## config.mk

```make
export PLATFORM = sky130hd
export DESIGN_NAME = online_add_sched
export DESIGN_NICKNAME = d
export VERILOG_FILES = /design/src/rtl/online_add_sched.sv
export SDC_FILE = /design/constraint.sdc
export NUM_CORES = 1
export LEC_CHECK = 0
export CAP_MARGIN = 20
export CORE_UTILIZATION = 40
export CTS_CLUSTER_DIAMETER = 80
export DETAILED_ROUTE_END_ITERATION = 12
export GPL_ROUTABILITY_DRIVEN = 0
export MAX_ROUTING_LAYER = met4
export PLACE_DENSITY_LB_ADDON = 0.25
export SLEW_MARGIN = 20
export SYNTH_ARGS = -nofsm -noshare
export SYNTH_HDL_FRONTEND = slang
export SYNTH_SLANG_ARGS = --single-unit
```

## constraint.sdc

```tcl
create_clock -name clk -period 3.4 [get_ports clk]
set_input_delay 0.68 -clock clk [delete_from_list [all_inputs] [get_ports clk]]
set_output_delay 0.68 -clock clk [all_outputs]
set_load 0.03 [all_outputs]
```

## src/rtl/online_add_sched.sv

```systemverilog
// Round-robin scheduler that streams one requester's digit pair through a shared online adder.
// Latency: digit j reaches add_x/add_y one cycle after it is accepted; z_out trails it by ONLINE_DELAY+1 cycles.
// Backpressure: none; dig_rdy is the consume strobe. Optional ONLINE_ADD_SCHED_DIGIT_CHECK_EN scrubs 2'b11 digits and flags err.
module online_add_sched #(
  parameter int UNROLLING    = 64,
  parameter int ONLINE_DELAY = 2
) (
  input  logic       clk,
  input  logic       asyn_reset_n,
  input  logic       req0,
  input  logic       req1,
  output logic       gnt0,
  output logic       gnt1,
  input  logic [1:0] x0_in,
  input  logic [1:0] y0_in,
  input  logic [1:0] x1_in,
  input  logic [1:0] y1_in,
  output logic       dig_rdy,
  output logic [1:0] add_x,
  output logic [1:0] add_y,
  output logic       add_clr,
  input  logic [1:0] add_z,
  output logic [1:0] z_out,
  output logic       z_valid,
  output logic       z_last,
  output logic       busy,
  output logic       err
);

  typedef enum logic [2:0] {IDLE, CLR, STREAM, FLUSH, DRAIN, DONE} state_t;

  localparam int CW = $clog2(UNROLLING);
  localparam int DW = (ONLINE_DELAY > 1) ? $clog2(ONLINE_DELAY) : 1;
  localparam logic [CW-1:0] DIG_LAST = CW'(UNROLLING - 1);
  localparam logic [DW-1:0] DLY_LAST = DW'(ONLINE_DELAY - 1);

  state_t            state, state_nxt;
  logic              owner, last_srv, win;
  logic [CW-1:0]     dig_cnt;
  logic [DW-1:0]     dly_cnt;
  logic [1:0]        sel_x, sel_y, dig_x, dig_y;
  logic              tag_vld, tag_last;
  logic [ONLINE_DELAY-1:0] vld_sr, last_sr;

  always_ff @(posedge clk or negedge asyn_reset_n) begin
    if (!asyn_reset_n) state <= IDLE;
    else               state <= state_nxt;
  end

  always_comb begin
    state_nxt = state;
    case (state)
      IDLE:    if (req0 || req1) state_nxt = CLR;
      CLR:     state_nxt = STREAM;
      STREAM:  if (dig_cnt == DIG_LAST) state_nxt = FLUSH;
      FLUSH:   if (dly_cnt == DLY_LAST) state_nxt = DRAIN;
      DRAIN:   if (z_last) state_nxt = DONE;
      DONE:    state_nxt = IDLE;
      default: state_nxt = IDLE;
    endcase
  end

  always_comb begin
    busy    = (state != IDLE);
    gnt0    = busy && !owner;
    gnt1    = busy && owner;
    dig_rdy = (state == STREAM);
    add_clr = (state == CLR);
  end

  // Contention goes to whoever was not served last; a lone requester always wins.
  assign win = (req0 && req1) ? ~last_srv : req1;

  always_ff @(posedge clk or negedge asyn_reset_n) begin
    if (!asyn_reset_n) begin
      owner    <= 1'b0;
      last_srv <= 1'b1;
      dig_cnt  <= '0;
      dly_cnt  <= '0;
    end else begin
      if (state == IDLE && state_nxt == CLR) owner <= win;
      if (state == DONE) last_srv <= owner;
      if (state == CLR)
        dig_cnt <= '0;
      else if (state == STREAM && dig_cnt != DIG_LAST)
        dig_cnt <= dig_cnt + 1'b1;
      if (state == CLR || state == STREAM)
        dly_cnt <= '0;
      else if (state == FLUSH && dly_cnt != DLY_LAST)
        dly_cnt <= dly_cnt + 1'b1;
    end
  end

  assign sel_x = owner ? x1_in : x0_in;
  assign sel_y = owner ? y1_in : y0_in;

`ifdef ONLINE_ADD_SCHED_DIGIT_CHECK_EN
  logic bad_dig, err_q;

  assign bad_dig = (sel_x == 2'b11) || (sel_y == 2'b11);
  assign dig_x   = (sel_x == 2'b11) ? 2'b00 : sel_x;
  assign dig_y   = (sel_y == 2'b11) ? 2'b00 : sel_y;

  always_ff @(posedge clk or negedge asyn_reset_n) begin
    if (!asyn_reset_n)
      err_q <= 1'b0;
    else if (state_nxt == CLR)
      err_q <= 1'b0;
    else if (state == STREAM && bad_dig)
      err_q <= 1'b1;
  end

  assign err = err_q;
`else
  assign dig_x = sel_x;
  assign dig_y = sel_y;
  assign err   = 1'b0;
`endif

  // Tags ride alongside the digits and are delayed to line up with the adder's result.
  always_ff @(posedge clk or negedge asyn_reset_n) begin
    if (!asyn_reset_n) begin
      add_x    <= 2'b00;
      add_y    <= 2'b00;
      tag_vld  <= 1'b0;
      tag_last <= 1'b0;
      vld_sr   <= '0;
      last_sr  <= '0;
      z_out    <= 2'b00;
      z_valid  <= 1'b0;
      z_last   <= 1'b0;
    end else begin
      add_x    <= (state == STREAM) ? dig_x : 2'b00;
      add_y    <= (state == STREAM) ? dig_y : 2'b00;
      tag_vld  <= (state == STREAM) || (state == FLUSH);
      tag_last <= (state == FLUSH) && (dly_cnt == DLY_LAST);
      vld_sr[0]  <= tag_vld;
      last_sr[0] <= tag_last;
      for (int i = 1; i < ONLINE_DELAY; i++) begin
        vld_sr[i]  <= vld_sr[i-1];
        last_sr[i] <= last_sr[i-1];
      end
      z_out   <= vld_sr[ONLINE_DELAY-1] ? add_z : 2'b00;
      z_valid <= vld_sr[ONLINE_DELAY-1];
      z_last  <= last_sr[ONLINE_DELAY-1];
    end
  end

endmodule

```

==> qor.csv <==
stage;metric;value;unit
status;status;complete, no violations;
clock_network;CTS sink count;26;
clock_network;root buffer cell;clkbuf_4;
global_route;first-pass GRT wire length;3.091;mm
place;HPWL after DPL;1.420;mm
clock_network;CTS resizes;0;
critical_path;Arr. time, crit path;2.21;ns
logic_synthesis;post-synthesis net count;111;
logic_synthesis;post-synthesis sequential area ratio;59.20;%
detailed_routing;number of remaining DRC errors;0;
final_layout;Final Util;55.90;%
timing;final setup TNS;0;ns
critical_path;Buf/Inv on CP;2;
logic_synthesis;Synth Cell Area;1101;µm²
power;PwrDens;399.3;nW/µm²
power;switch share;20.11;%
final_layout;area grow syn2layout;29.20;%
clock_network;Max clock buf depth;2;
critical_path;critical path launch point type;flip-flop;
hold_path;hold depth;0;
clock_network;CTS tree;yes;
logic_synthesis;syn_area_per_cell;11.47;µm²
power;Peak VDD IR;242.8;µV
power;leak pwr;0.6332;nW
critical_path;Worst Reg2Reg Path Length in Cells;3;
global_route;antenna violations before repair;0;
critical_path;Worst path depth;3;
clock_network;Setup Buffers After CTS;0;
power;combinational share of power;7.4;%
die;row cnt;18;
detailed_routing;Via density;4.954;
logic_synthesis;Async SR Flop Fraction;100.0;%
clock_network;cts hold-fix bufs;0;
die;DIE WIDTH;54.47;µm
power;sequential power share;55.2;%
place;IO Port Bufs;26;
detailed_routing;drt total wl;1.950;mm
die;die area;2966;µm²
critical_path;Critical Path End Type;output pin;
logic_synthesis;cell count after synthesis;96;
die;Starting Density;43.26;%
critical_path;Crit-path slowest cell;clkdlybuf4s50_1;
critical_path;Slowest Stage Delay on Critical Path;0.68;ns
timing;Min Clock Period, post-route;2.890;ns
clock_network;Inserted Clock Buffers;3;
logic_synthesis;post-synthesis register bit count;26;
timing;RSZ-0062 raised after global routing;false;
clock_network;later-pin clock latency in the skew report;0.33;ns
die;io pins;28;
timing;Setup violations, final;0;
clock_network;Clock H-tree levels;1;
timing;Max Clock Freq;0.3460;GHz
hold_path;worst hold path type;flip-flop to flip-flop;
logic_synthesis;Post-synth EDFFs;0;
global_route;Congestion Overflow GR;0;
critical_path;crit path cell chain;or3b_1, inv_2, clkdlybuf4s50_1;
final_layout;Layout Nets;137;
final_layout;most common cell after layout, fill and taps aside;clkdlybuf4s50_1;
final_layout;n_diodes;0;
timing;Final period util;85.01;%
logic_synthesis;synth unique cells;33;
final_layout;commonest cells after routing, fill and taps aside;clkdlybuf4s50_1, dfrtp_1, mux2i_1, nand2_1, nor2_1;
detailed_routing;drt first pass iters;4;
logic_synthesis;Top FF cell, synth;dfrtp_1;
die;core footprint;2545;µm²
timing;Final Max Tran Viols;0;
clock_network;clk slew on worst S/H paths;0.14;ns
timing;Max-slew headroom;63.57;%
detailed_routing;via count;748;
run;max cap viols;0;
detailed_routing;routed len/inst;12.91;µm
die;DIE HEIGHT;54.47;µm
detailed_routing;post-route ant nets;0;
power;internal power;453.9;µW
timing;Hold Fails Final Rpt;0;
critical_path;critical path type;flip-flop to output pin;
critical_path;critical-path maximum fanout;11;
logic_synthesis;YS warnings;0;
final_layout;layout cells sized above 1;9.917;%
global_route;number of global-route vias before repair;732;
critical_path;delay-heaviest family, CP;buffers and inverters;
global_route;largest net degree at the start of global routing;27;
timing;Clock Skew;0.002312;ns
final_layout;fill count;225;
power;Clock power frac;37.4;%
detailed_routing;Initial DRC Count;10;
critical_path;CP required;2.72;ns
global_route;total global-route track usage;15.51;%
timing;Tightest Pin Transition;0.5423;ns
power;P_sw;114.2;µW
==> synth_stat cells (all sizes together), types with 3 or more instances <==
library cell | n | area (µm²)
nor2 | 7 | 26.28
buf | 4 | 28.78
nand2 | 9 | 33.78
mux2i | 9 | 90.09
inv | 6 | 22.52
dfrtp | 25 | 625.6
o21ai | 3 | 15.01
==> area by class of cell <==
class,instances,area (µm²),share of cell area (%)
Multi-Input combinational cell,58,390.4,27.44
Clock buffer,3,22.52,1.583
Clock inverter,1,30.03,2.111
Sequential cell,26,651.9,45.82
Inverter,6,22.52,1.583
Timing Repair Buffer,27,267.8,18.82
Tap cell,30,37.54,2.639
==> power groups by stage <==
stage / registers (mW) / logic, mW / clock network, mW
6_report: 0.314 / 0.0418 / 0.213
5_1_grt: 0.314 / 0.0451 / 0.230
4_1_cts: 0.314 / 0.0428 / 0.216
3_5_place_dp: 0.320 / 0.0425 / 0
3_3_place_gp: 0.319 / 0.0420 / 0
2_1_floorplan: 0.327 / 0.00532 / 0
==> state kept, by name, summed over array words and instances (netlist names), 2 cells and up <==
signal   cells
dig_cnt      6
add_x        2
vld_sr       2
last_sr      2
z_out        2
add_y        2
state        3
==> worst paths after layout <==
path / end / slack, ns / from
setup reg to reg: dig_cnt[3] / 1.69 / state[2]
setup / recovery: dig_rdy / 0.51 / state[2]
hold reg to reg: z_last / 0.36 / last_sr[1]
max in group asynchronous: last_srv / 2.41 / asyn_reset_n
min in group asynchronous: add_y[0] / 0.71 / asyn_reset_n
hold / removal: z_last / 0.36 / last_sr[1]
==> metrics by stage <==
stage	instance area, µm²	cells	hold WS (ns)	setup WS, ns	power [mW]
after CTS	1423	151	0.3664	0.4990	0.5726
final	1423	151	0.3642	0.5096	0.5681
after floorplan	1101	96	0.3312	1.369	0.3327
after global routing	1423	151	0.3763	0.3981	0.5899
after detailed placement	1370	147	0.3347	0.8864	0.3621
after global placement	1370	147	0.3333	0.9063	0.3615
==> kinds of logic (layout without fill, tap and decap cells) <==
logic type | count (synthesis) | after routing | share of synthesized area [%]
DFF | 26 | 26 | 59.20
adders and majority gates | 1 | 1 | 1.136
buffers and inverters | 12 | 37 | 5.341
AOI/OAI and AO/OA | 9 | 9 | 5.795
and+or+nand+nor | 37 | 37 | 18.98
muxes | 10 | 10 | 9.205
other | 1 | 1 | 0.3406
==> per-layer routing <==
metal	global-route usage, %	wire [µm]	vias up
li1	-	-	373
met1	18.05	923	343
met2	24.39	821	27
met3	2.778	153	5
met4	10.26	52	0
met5	-	0	-
No activity file was read; power rests on OpenSTA's default activity.
